### src/rtl/button_pkg.sv
// rtl/button_pkg.sv - shared state encoding and counter-width helpers for the button debouncer
package button_pkg;

  typedef enum logic [1:0] {
    IDLE      = 2'd0,
    HELD      = 2'd1,
    REPEATING = 2'd2
  } hold_state_t;

  function automatic int debounce_width(input int stable_cycles);
    return $clog2(stable_cycles + 1);
  endfunction

  function automatic int hold_width(input int repeat_delay, input int repeat_period);
    return $clog2(((repeat_delay > repeat_period) ? repeat_delay : repeat_period) + 1);
  endfunction

endpackage

### src/rtl/button_debounce_channel.sv
// rtl/button_debounce_channel.sv - one channel: synchroniser, debounce counter and press/repeat FSM
module button_debounce_channel
  import button_pkg::*;
#(
  parameter int SYNC_STAGES   = 2,
  parameter int STABLE_CYCLES = 65536,
  parameter int REPEAT_DELAY  = 30000000,
  parameter int REPEAT_PERIOD = 7500000
) (
  input  logic clock,
  input  logic reset,
  input  logic raw,
  input  logic repeat_en,
  output logic level,
  output logic press,
  output logic released,
  output logic held
);

  localparam int DW = debounce_width(STABLE_CYCLES);
  localparam int HW = hold_width(REPEAT_DELAY, REPEAT_PERIOD);
  localparam logic [DW-1:0] DEB_LAST    = DW'(STABLE_CYCLES - 1);
  localparam logic [DW-1:0] DEB_ONE     = DW'(1);
  localparam logic [HW-1:0] DELAY_LAST  = HW'(REPEAT_DELAY - 1);
  localparam logic [HW-1:0] PERIOD_LAST = HW'(REPEAT_PERIOD - 1);
  localparam logic [HW-1:0] HOLD_ONE    = HW'(1);
  localparam logic [HW-1:0] HOLD_MAX    = '1;

  logic [SYNC_STAGES-1:0] sync;
  logic                   s;
  logic [DW-1:0]          deb_cnt, deb_next;
  logic                   level_next, rise, fall;
  hold_state_t            state, state_next;
  logic [HW-1:0]          hold_cnt, hold_next, hold_inc;
  logic                   fire;
  logic                   press_next, released_next, held_next;

  assign s        = sync[SYNC_STAGES-1];
  assign hold_inc = (hold_cnt == HOLD_MAX) ? hold_cnt : hold_cnt + HOLD_ONE;

  always_comb begin
    deb_next   = deb_cnt;
    level_next = level;
    if (s == level) begin
      deb_next = '0;
    end else if (deb_cnt == DEB_LAST) begin
      deb_next   = '0;
      level_next = ~level;
    end else begin
      deb_next = deb_cnt + DEB_ONE;
    end
  end

  // Edges are taken from the level being written so press/release land in the same cycle as the new level.
  assign rise = level_next & ~level;
  assign fall = ~level_next & level;

  always_ff @(posedge clock or posedge reset) begin
    if (reset) begin
      sync     <= '0;
      deb_cnt  <= '0;
      level    <= 1'b0;
      state    <= IDLE;
      hold_cnt <= '0;
      press    <= 1'b0;
      released <= 1'b0;
      held     <= 1'b0;
    end else begin
      sync     <= {sync[SYNC_STAGES-2:0], raw};
      deb_cnt  <= deb_next;
      level    <= level_next;
      state    <= state_next;
      hold_cnt <= hold_next;
      press    <= press_next;
      released <= released_next;
      held     <= held_next;
    end
  end

  always_comb begin
    state_next = state;
    hold_next  = hold_cnt;
    fire       = 1'b0;
    if (fall) begin
      state_next = IDLE;
      hold_next  = '0;
    end else if (rise) begin
      state_next = HELD;
      hold_next  = '0;
    end else begin
      case (state)
        IDLE: hold_next = '0;
        HELD: begin
          if (!repeat_en) begin
            hold_next = '0;
          end else if (hold_cnt == DELAY_LAST) begin
            fire       = 1'b1;
            hold_next  = '0;
            state_next = REPEATING;
          end else begin
            hold_next = hold_inc;
          end
        end
        REPEATING: begin
          if (!repeat_en) begin
            state_next = HELD;
            hold_next  = '0;
          end else if (hold_cnt == PERIOD_LAST) begin
            fire      = 1'b1;
            hold_next = '0;
          end else begin
            hold_next = hold_inc;
          end
        end
        default: begin
          state_next = IDLE;
          hold_next  = '0;
        end
      endcase
    end
  end

  // A fall takes priority above, so a repeat due in the release cycle is dropped.
  always_comb begin
    press_next    = rise | fire;
    released_next = fall;
    held_next     = (state_next == REPEATING);
  end

endmodule

### src/rtl/button_debouncer.sv
// rtl/button_debouncer.sv - N-channel button conditioner built from independent channel instances
module button_debouncer #(
  parameter int CHANNELS      = 8,
  parameter int SYNC_STAGES   = 2,
  parameter int STABLE_CYCLES = 65536,
  parameter int REPEAT_DELAY  = 30000000,
  parameter int REPEAT_PERIOD = 7500000
) (
  input  logic                clock,
  input  logic                reset,
  input  logic [CHANNELS-1:0] io_in,
  input  logic [CHANNELS-1:0] io_repeatEn,
  output logic [CHANNELS-1:0] io_level,
  output logic [CHANNELS-1:0] io_press,
  output logic [CHANNELS-1:0] io_release,
  output logic [CHANNELS-1:0] io_held
);

  for (genvar i = 0; i < CHANNELS; i++) begin : g_ch
    button_debounce_channel #(
      .SYNC_STAGES  (SYNC_STAGES),
      .STABLE_CYCLES(STABLE_CYCLES),
      .REPEAT_DELAY (REPEAT_DELAY),
      .REPEAT_PERIOD(REPEAT_PERIOD)
    ) u_ch (
      .clock    (clock),
      .reset    (reset),
      .raw      (io_in[i]),
      .repeat_en(io_repeatEn[i]),
      .level    (io_level[i]),
      .press    (io_press[i]),
      .released (io_release[i]),
      .held     (io_held[i])
    );
  end

endmodule

### config.mk
export PLATFORM = sky130hd
export DESIGN_NAME = button_debouncer
export DESIGN_NICKNAME = d
export VERILOG_FILES = /design/src/rtl/button_pkg.sv /design/src/rtl/button_debounce_channel.sv /design/src/rtl/button_debouncer.sv
export SDC_FILE = /design/constraint.sdc
export NUM_CORES = 1
export LEC_CHECK = 0
export ABC_CLOCK_PERIOD_IN_PS = 15570
export BUFFER_PORTS_ARGS = -buffer_cell sky130_fd_sc_hd__buf_2
export CORE_MARGIN = 4
export CORE_UTILIZATION = 63
export DETAILED_ROUTE_END_ITERATION = 8
export HOLD_SLACK_MARGIN = 0.15
export PLACE_DENSITY = 0.88
export SLEW_MARGIN = 5
export SYNTH_ARGS = -nofsm -noshare
export SYNTH_HDL_FRONTEND = slang
export SYNTH_SLANG_ARGS = --single-unit
### constraint.sdc
create_clock -name clock -period 15.57 [get_ports clock]
set_clock_uncertainty 0.1 [all_clocks]
set_input_delay 1.557 -clock clock [delete_from_list [all_inputs] [get_ports clock]]
set_output_delay 1.557 -clock clock [all_outputs]
set_load 0.05 [all_outputs]
==> flow_summary.json, run 1 <==
{
  "syn_avg_cell_area_um2": 9.48,
  "period_share": 0.214,
  "via_count": 15900,
  "overflow": 0,
  "finalSetupViolations": 0,
  "drt_first_pass_iters": 8,
  "layout.cells.non_filler": 2662,
  "critical_path.startpoint_type": "input port",
  "clock_sinks": 400,
  "grt_pass1_vias": 16100,
  "antennaDiodeCount": 0,
  "post-route-cell-area_mm2": 0.0225,
  "power.density_mw_per_mm2": 96.2,
  "die_y_um": 189,
  "grt_max_degree": 191,
  "cts_resized": 0,
  "ant_nets": 0,
  "drc": 0,
  "worst_slew_pin_slew_ns": 1.12,
  "start_util": 0.646,
  "ctsRootBufferMaster": "clkbuf_16",
  "cts_tree": "done",
  "cts_made_buffers": 42,
  "slew_headroom": 0.249,
  "fillCellCount": 2226,
  "peakVddDrop_mv": 0.0755,
  "ys_types": 74,
  "final_common_cell": "nor2_1",
  "dp_hpwl_um": 27500,
  "yosys_most_used_dff": "dfrtp_1",
  "arrival_ns": 3.79,
  "worstPathRequired_ns": 16.02,
  "syn_inst": 2172,
  "num-nets-final": 2264,
  "endpoint_kind": "async pin",
  "power_mw": 2.16,
  "syn-num-nets": 2238,
  "io_pins": 50,
  "layout_min_cycle_time_ns": 3.34,
  "cts_max_level": 2,
  "die_x_um": 189,
  "postCtsSetupBuffers": 0,
  "viasPerCell": 5.98,
  "coreArea_mm2": 0.0319,
  "globalplace.congestion": 0.873,
  "rsz0062_at_grt": "no",
  "ys_warn_count": 0,
  "drv_cap": 0,
  "area_delta_synth_final_pct": 9.01,
  "wl_per_cell_um": 15.9,
  "grt.total_usage": 0.238,
  "hp-class": "reg2reg",
  "setup_ws_ns": 12.23,
  "max_clock_freq_mhz": 299,
  "insertion_delay_ns": 0.53,
  "cts.clk_slew.worst_paths_ns": 0.06,
  "cp_max_fo": 190,
  "place_area_mm2": 0.0210,
  "setup_tns_ns": 0,
  "dp_slack_ns": 11.60,
  "place_inst": 2589,
  "grt_pass1_wl_um": 74100,
  "design.die.area_mm2": 0.0356,
  "cts_buffer_depth": 3,
  "ys_async_sr_fraction": 1.00,
  "drtIter0Drc": 1365,
  "critPathKind": "in2async",
  "hold_viol": 0,
  "status": "completed",
  "num_rows": 65,
  "ys_seq_area_frac": 0.486,
  "syn_area_mm2": 0.0206,
  "ys_ff_latch": 400,
  "synth_edf_count": 0,
  "ctsHoldBuffers": 0,
  "final_layout_size_suffix_gt1_frac": 0.0651,
  "layout_common_cells": "nor2_1 (422), dfrtp_1 (400), xor2_1 (176)",
  "antenna_found_initial": 1,
  "drv_slew": 0,
  "wl_um": 42300,
  "numPortBuffers": 49,
  "leakage_nw": 9.76
}
## stage by stage
stage | hold WS, ns | util
global route | 0.253 | 0.704
finish | 0.238 | 0.704
global placement | 0.233 | 0.659
CTS | 0.249 | 0.704
detailed placement | 0.238 | 0.659
floorplan | 0.231 | -
## metal layers
layer	vias to the layer above	GRT usage	share of wire
met4	2	0.0689	0.025
met3	110	0.0315	0.045
li1	7586	-	-
met1	7758	0.315	0.43
met5	-	0	0.00040
met2	474	0.415	0.50
## where the power goes
part           switching, mW  internal, mW  total (mW)
Sequential            0.0130          1.05        1.06
Clock                  0.400         0.638        1.04
Combinational         0.0435        0.0148      0.0583
Total                  0.456          1.70        2.16
## cell type report
type	instances	area, um2	share of cell area
well taps	435	544	0.0242
flip-flops and latches	400	10000	0.446
clock inverters	17	248	0.0110
inverters	60	233	0.0104
repair buffers	53	288	0.0128
clock buffers	56	1190	0.0532
multi-input cells	1641	9930	0.442
## final timing paths
path                                    startpoint                  endpoint  slack, ns  depth (start not counted)
max                                          reset  g_ch[4].u_ch.hold_cnt[8]      12.23                          4
min                           g_ch[5].u_ch.sync[0]      g_ch[5].u_ch.sync[1]       0.24                          0
max reg2reg                g_ch[6].u_ch.deb_cnt[0]  g_ch[6].u_ch.hold_cnt[5]      12.46                          7
min reg2reg                   g_ch[5].u_ch.sync[0]      g_ch[5].u_ch.sync[1]       0.24                          0
max in group clock         g_ch[6].u_ch.deb_cnt[0]  g_ch[6].u_ch.hold_cnt[5]      12.46                          7
min in group asynchronous                    reset         g_ch[3].u_ch.held       0.98                          2
## registers in the layout, summed over array words and instances, names as in the netlist
name                flops
g_ch.u_ch.hold_cnt    200
g_ch.u_ch.state        16
g_ch.u_ch.level         8
g_ch.u_ch.held          8
g_ch.u_ch.press         8
g_ch.u_ch.sync         16
g_ch.u_ch.deb_cnt     136
g_ch.u_ch.released      8
## cells in the mapped netlist (8+ instances only)
cell / count / share of area
nor3b_1: 13 / 0.0047
xnor2_1: 110 / 0.047
buf_2: 13 / 0.0032
or4_1: 15 / 0.0055
dfrtp_1: 400 / 0.49
or3_1: 12 / 0.0036
and4_1: 27 / 0.011
ha_1: 48 / 0.029
inv_1: 60 / 0.011
nor3_1: 50 / 0.012
nand2_1: 173 / 0.032
xor2_1: 176 / 0.075
nor2_1: 422 / 0.077
nor2b_1: 8 / 0.0024
nand3_1: 138 / 0.034
clkbuf_1: 20 / 0.0036
and3_1: 63 / 0.019
a211oi_1: 11 / 0.0040
nand4_1: 103 / 0.031
o21ai_0: 31 / 0.0075
mux2i_1: 9 / 0.0044
a21oi_1: 30 / 0.0073
nor4b_1: 13 / 0.0055
and2_1: 18 / 0.0055
buf_4: 36 / 0.013
a31oi_1: 15 / 0.0046
nor4_1: 42 / 0.013
## critical path, cell delays in order
cell,delay [ns]
buf_2,0.13
inv_8,0.37
buf_12,0.78
buf_4,0.80
## cells by family after synthesis
family                   synth area share
AO/OA/AOI/OAI                      0.0482
XOR/XNOR                            0.122
adder cells (fa/ha/maj)            0.0292
buffers and inverters              0.0317
flip-flops                          0.486
multiplexers                      0.00547
AND/OR/NAND/NOR                     0.278
No activity file was read; power rests on OpenSTA's default activity.
==> run 2, diff against run 1 <==
- ABC_CLOCK_PERIOD_IN_PS: 15570 -> 3450
- clock period: 15.57 -> 3.45 ns (I/O delays scaled with it)
==> run 2 against run 1 <==
Net effect: cell count grew 1.5%; via count is 0.82% higher; total power rose to 4.4 times the previous value; worst setup slack lost 12 ns; critical endpoint is now g_ch[2].u_ch.hold_cnt[3]; sequential share of layout area decreased by 0.62 points; hold slack improved by 0.0086 ns; largest power group unchanged; critical path depth is 4 higher; die area stayed put; non-clock buffer count is 36 higher; highest routed layer is now met4; first-iteration DRC count fell by 9.7%.
==> flow_summary.json, run 2 (same netlist as run 1, synthesis figures left out) <==
{
  "critical_path.startpoint_type": "flop",
  "drv_cap": 0,
  "hp-class": "reg2reg",
  "peakVddDrop_mv": 0.413,
  "wl_um": 41800,
  "drc": 0,
  "ctsHoldBuffers": 17,
  "via_count": 16100,
  "power_mw": 9.58,
  "setup_tns_ns": 0,
  "start_util": 0.646,
  "num_rows": 65,
  "final_common_cell": "nor2_1",
  "largest_register_ffs": 200,
  "layout_common_cells": "nor2_1 (422), dfrtp_1 (400), xor2_1 (176)",
  "antenna_found_initial": 0,
  "drtIter0Drc": 1232,
  "cp_cell_sequence": "ha_1, nand3_1, or4_1, o41ai_1, o21ai_0, nand4_1, buf_4, nor2_1",
  "ant_nets": 0,
  "cts.clk_slew.worst_paths_ns": 0.06,
  "cts_tree": "done",
  "endpoint_kind": "flop",
  "die_y_um": 189,
  "critPathSlowestCell": "o41ai_1",
  "layout_min_cycle_time_ns": 2.87,
  "ctsRootBufferMaster": "clkbuf_16",
  "final_layout_size_suffix_gt1_frac": 0.0737,
  "hp-start": "g_ch[1].u_ch.sync[0]",
  "area_delta_synth_final_pct": 10.6,
  "hold_depth": 0,
  "max_clock_freq_mhz": 349,
  "viasPerCell": 5.95,
  "period_share": 0.831,
  "drv_slew": 0,
  "r2r_slack_ns": 0.58,
  "die_x_um": 189,
  "design.die.area_mm2": 0.0356,
  "rsz0062_at_grt": "no",
  "worstPathRequired_ns": 3.76,
  "coreArea_mm2": 0.0319,
  "final_util": 0.714,
  "worst_slew_pin_slew_ns": 0.942,
  "cts_max_level": 2,
  "leakage_nw": 9.92,
  "reg2reg_to": "g_ch[2].u_ch.hold_cnt[3]",
  "cts_resized": 0,
  "grt.total_usage": 0.237,
  "fillCellCount": 2223,
  "grt_pass1_vias": 16000,
  "top_register": "g_ch.u_ch.hold_cnt",
  "cts_made_buffers": 42,
  "grt_max_degree": 87,
  "cp_max_fo": 15,
  "io_pins": 50,
  "cts_buffer_depth": 3,
  "drt_first_pass_iters": 5,
  "finalSetupViolations": 0,
  "globalplace.congestion": 0.907,
  "wl_per_cell_um": 15.5,
  "numPortBuffers": 49,
  "hold_end": "g_ch[1].u_ch.sync[1]",
  "insertion_delay_ns": 0.53,
  "top_regs": "g_ch.u_ch.hold_cnt: 200 flops, g_ch.u_ch.deb_cnt: 136 flops",
  "worstReg2RegStart": "g_ch[2].u_ch.hold_cnt[0]",
  "slowest_delay_ns": 0.52,
  "slew_headroom": 0.369,
  "arrival_ns": 3.18,
  "power.density_mw_per_mm2": 421,
  "status": "completed",
  "reg2reg_depth": 8,
  "num-nets-final": 2300,
  "critPathKind": "reg2reg",
  "postCtsSetupBuffers": 0,
  "overflow": 0,
  "path_buf_inv": 1,
  "antennaDiodeCount": 0,
  "hold_viol": 0,
  "clock_sinks": 400,
  "crit_cells": 8,
  "cp_top_family": "simple AND/OR/NAND/NOR gates",
  "grt_pass1_wl_um": 73800,
  "dp_hpwl_um": 27900
}
[run 2: changes by cell type in the layout (fill, tap and decap cells not counted), moves of 4 or more]
cell / change
buf_12: +5
buf_4: +14
bufinv_16: -4
clkbuf_8: +4
clkinv_2: +4
dlygate4sd3_1: +17
[run 2: cell type report]
class | instances | area, um2 | area share
clock buffer | 60 | 1250 | 0.0549
clock inverter | 16 | 140 | 0.00615
inverter | 60 | 229 | 0.0101
multi-input combinational | 1641 | 9930 | 0.436
sequential | 400 | 10000 | 0.440
tap | 435 | 544 | 0.0239
timing repair buffer | 89 | 663 | 0.0291
[run 2: worst max path at each step]
stage | startpoint | to
final | g_ch[2].u_ch.hold_cnt[0] | g_ch[2].u_ch.hold_cnt[3]
after global routing | g_ch[2].u_ch.hold_cnt[1] | g_ch[2].u_ch.hold_cnt[1]
after CTS | g_ch[2].u_ch.hold_cnt[0] | g_ch[2].u_ch.hold_cnt[3]
after detailed placement | g_ch[2].u_ch.hold_cnt[0] | g_ch[2].u_ch.hold_cnt[3]
after global placement | g_ch[2].u_ch.hold_cnt[0] | g_ch[2].u_ch.hold_cnt[21]
after floorplan | reset | g_ch[0].u_ch.deb_cnt[0]
[run 2: layer usage]
metal / part of all wire / vias up / track usage
li1: - / 7654 / -
met3: 0.044 / 110 / 0.0348
met4: 0.024 / 0 / 0.0723
met2: 0.50 / 455 / 0.404
met1: 0.44 / 7841 / 0.317
met5: 0 / - / 0
[run 2: worst register-to-register path: stages (launching register included)]
cell and delay, ns:
dfrtp_1 0.38, ha_1 0.18, nand3_1 0.17, or4_1 0.49, o41ai_1 0.52, o21ai_0 0.18
nand4_1 0.36, buf_4 0.29, nor2_1 0.08
[run 2: per-stage QoR]
stage	std cells	setup slack, ns	hold WS, ns	cell area, um2
after global placement	2608	0.807	0.232	21200
after detailed placement	2608	0.690	0.235	21200
after global routing	2701	0.410	0.254	22800
after CTS	2701	0.662	0.248	22800
after floorplan	2172	-2.38	0.231	20600
final	2701	0.585	0.246	22800
[run 2: power breakdown]
part	total [mW]	switching (mW)	leakage [nW]	internal, mW
Clock	4.47	1.80	0.697	2.67
Combinational	0.300	0.204	3.75	0.0964
Sequential	4.80	0.0579	5.48	4.74
Total	9.58	2.06	9.92	7.51
==> run 3, diff against run 2 <==
- ABC_AREA: unset -> 1
- ABC_CLOCK_PERIOD_IN_PS: 3450 -> 2550
- CORE_UTILIZATION: 63 -> 58
- PLACE_DENSITY: 0.88 -> 0.86
- clock period: 3.45 -> 2.55 ns (I/O delays scaled with it)
==> run 3 against run 2 <==
Net effect: fmax increased by 25%; first-iteration DRC count increased by 53%; flip-flop and latch count unchanged; register-to-register slack got worse by 0.32 ns; via count increased by 34%; wire length increased by 29%; clock-buffer cell count increased by 5; critical path depth increased by 1; cell count increased by 51%; hold slack got worse by 0.049 ns; highest routed layer unchanged.
==> flow_summary.json, run 3 <==
{
  "syn_area_mm2": 0.0247,
  "syn_inst": 3424,
  "critPathSlowestCell": "dfrtp_1",
  "wl_um": 53800,
  "io_pins": 50,
  "drtIter0Drc": 1884,
  "reg2reg_depth": 9,
  "power_mw": 14.0,
  "max_clock_freq_mhz": 437,
  "setup_tns_ns": 0,
  "fillCellCount": 3636,
  "coreArea_mm2": 0.0420,
  "grt.total_usage": 0.235,
  "syn_avg_cell_area_um2": 7.21,
  "via_count": 21500,
  "top_register": "g_ch.u_ch.hold_cnt",
  "cts.clk_slew.worst_paths_ns": 0.06,
  "drt_first_pass_iters": 6,
  "design.die.area_mm2": 0.0459,
  "clock_sinks": 400,
  "power.density_mw_per_mm2": 517,
  "path_buf_inv": 0,
  "place_area_mm2": 0.0253,
  "final_layout_size_suffix_gt1_frac": 0.0995,
  "worstPathRequired_ns": 2.93,
  "place_inst": 3965,
  "syn-num-nets": 3490,
  "worstReg2RegStart": "g_ch[4].u_ch.hold_cnt[0]",
  "grt_pass1_vias": 20600,
  "overflow": 0,
  "ys_types": 47,
  "globalplace.congestion": 0.963,
  "layout_min_cycle_time_ns": 2.29,
  "hp-class": "in2async",
  "rsz0062_at_grt": "no",
  "synth_top_area_cell": "dfrtp_1",
  "die_y_um": 214,
  "seq_area_mm2": 0.0100,
  "crit_cells": 9,
  "ys_ff_latch": 400,
  "arrival_ns": 2.67,
  "antennaDiodeCount": 0,
  "final_util": 0.645,
  "reg2reg_to": "g_ch[4].u_ch.hold_cnt[0]",
  "cp_max_fo": 12,
  "critPathKind": "reg2reg",
  "top_regs": "g_ch.u_ch.hold_cnt: 200 flops, g_ch.u_ch.deb_cnt: 136 flops",
  "insertion_delay_ns": 0.58,
  "final_common_cell": "nand2_1",
  "cts_buffer_depth": 3,
  "ant_nets": 0,
  "worst_slew_pin_slew_ns": 0.593,
  "cts_tree": "done",
  "cts_made_buffers": 46,
  "numPortBuffers": 49,
  "peakVddDrop_mv": 0.552,
  "ctsRootBufferMaster": "clkbuf_16",
  "grt_max_degree": 73,
  "slowest_delay_ns": 0.42,
  "layout_common_cells": "nand2_1 (874), nor2_1 (701), dfrtp_1 (400)",
  "ys_warn_count": 0,
  "num-nets-final": 3557,
  "dp_hpwl_um": 38600,
  "ys_top_cells_by_area": "dfrtp_1 (41%), nand2_1 (13%), nor2_1 (11%)",
  "layout.cells.non_filler": 4067,
  "start_util": 0.587,
  "cts_resized": 0,
  "drv_slew": 0,
  "cts_max_level": 2,
  "critical_path.startpoint_type": "flop",
  "largest_register_ffs": 200,
  "status": "completed",
  "die_x_um": 214,
  "period_share": 0.897,
  "ys_top_cells_by_count": "nand2_1 (874), nor2_1 (701), dfrtp_1 (400)",
  "finalSetupViolations": 0,
  "viasPerCell": 5.29,
  "drv_cap": 0,
  "wl_per_cell_um": 13.2,
  "grt_pass1_wl_um": 94300,
  "multiInputGateArea_mm2": 0.0126,
  "synth_most_common_cell": "nand2_1",
  "antenna_found_initial": 0,
  "synth_edf_count": 0,
  "leakage_nw": 13.1,
  "drc": 0,
  "cp_top_family": "simple AND/OR/NAND/NOR gates",
  "ys_seq_area_frac": 0.406,
  "cp_cell_sequence": "ha_1, nand2_1, nor2_4, nand2_4, nor2_4, nand3_1, nand2_1, nand3_1, nor2_1",
  "endpoint_kind": "flop",
  "area_delta_synth_final_pct": 9.88,
  "hold_viol": 0,
  "yosysTopAreaCellShare": 0.406,
  "num_rows": 75,
  "slew_headroom": 0.603,
  "post-route-cell-area_mm2": 0.0271,
  "ys_async_sr_fraction": 1.00,
  "r2r_slack_ns": 0.26,
  "yosys_most_used_dff": "dfrtp_1"
}
-- run 3: cell count changes in the layout (fill, tap and decap cells not counted), moves of 62 or more --
cell	before	now
nand2_1	173	874
inv_1	59	385
nor2_1	422	701
nand3_1	138	284
xor2_1	176	69
xnor2_1	110	45
and3_1	63	1
-- run 3: cell families (layout without fill, tap and decap cells) --
kind of cell / after synthesis / in the layout / synth area share
AOI/OAI and AO/OA: 157 / 157 / 0.0355
and+or+nand+nor: 2222 / 2222 / 0.409
adders and majority gates: 48 / 48 / 0.0243
xor gates and xnor gates: 114 / 114 / 0.0405
muxes: 1 / 1 / 0.000406
buffers and inverters: 482 / 586 / 0.0847
DFF: 400 / 400 / 0.406
-- run 3: metal layers --
| metal | up-vias | part of all wire | wire (um) | track usage |
|---|---|---|---|---|
| li1 | 10900 | - | - | - |
| met1 | 9922 | 0.45 | 24400 | 0.319 |
| met2 | 568 | 0.47 | 25400 | 0.390 |
| met3 | 105 | 0.050 | 2710 | 0.0346 |
| met4 | 0 | 0.022 | 1180 | 0.0778 |
| met5 | - | 0 | 0 | 0 |
-- run 3: worst max-delay path by stage --
stage / from / endpoint / slack [ns]
2_1_floorplan: reset / g_ch[0].u_ch.deb_cnt[0] / -3.19
3_3_place_gp: g_ch[4].u_ch.hold_cnt[0] / g_ch[4].u_ch.hold_cnt[0] / 0.41
3_5_place_dp: g_ch[4].u_ch.hold_cnt[0] / g_ch[4].u_ch.hold_cnt[0] / 0.29
4_1_cts: g_ch[4].u_ch.hold_cnt[0] / g_ch[4].u_ch.hold_cnt[0] / 0.28
5_1_grt: g_ch[4].u_ch.hold_cnt[0] / g_ch[4].u_ch.hold_cnt[10] / 0.05
6_report: g_ch[4].u_ch.hold_cnt[0] / g_ch[4].u_ch.hold_cnt[0] / 0.26
-- run 3: metrics by stage --
stage / hold WS [ns] / worst slack, ns
2_1_floorplan: 0.186 / -3.19
3_3_place_gp: 0.233 / 0.411
3_5_place_dp: 0.237 / 0.293
4_1_cts: 0.168 / 0.278
5_1_grt: 0.218 / 0.0488
6_report: 0.198 / 0.263
-- run 3: area by class of cell --
type / instances / area share
Multi-Input combinational cell: 2542 / 0.464
Clock buffer: 65 / 0.0511
Inverter: 415 / 0.0576
Clock inverter: 20 / 0.00969
Tap cell: 539 / 0.0249
Timing Repair Buffer: 86 / 0.0236
Sequential cell: 400 / 0.369
-- run 3: what timing repair did --
item                      4_1_cts  5_1_grt
hold buffers                   17        0
hold endpoints to repair      291        0
buffers inserted                0        0
-- run 3: where the power goes --
group | switching [mW] | leakage, nW | internal, mW
logic | 0.335 | 6.80 | 0.144
registers | 0.0650 | 5.47 | 6.42
clock network | 2.66 | 0.815 | 4.39
-- run 3: worst min-delay path: stages --
cell,delay (ns)
dlygate4sd3_1,0.53
buf_2,0.14
clkinvlp_4,0.38
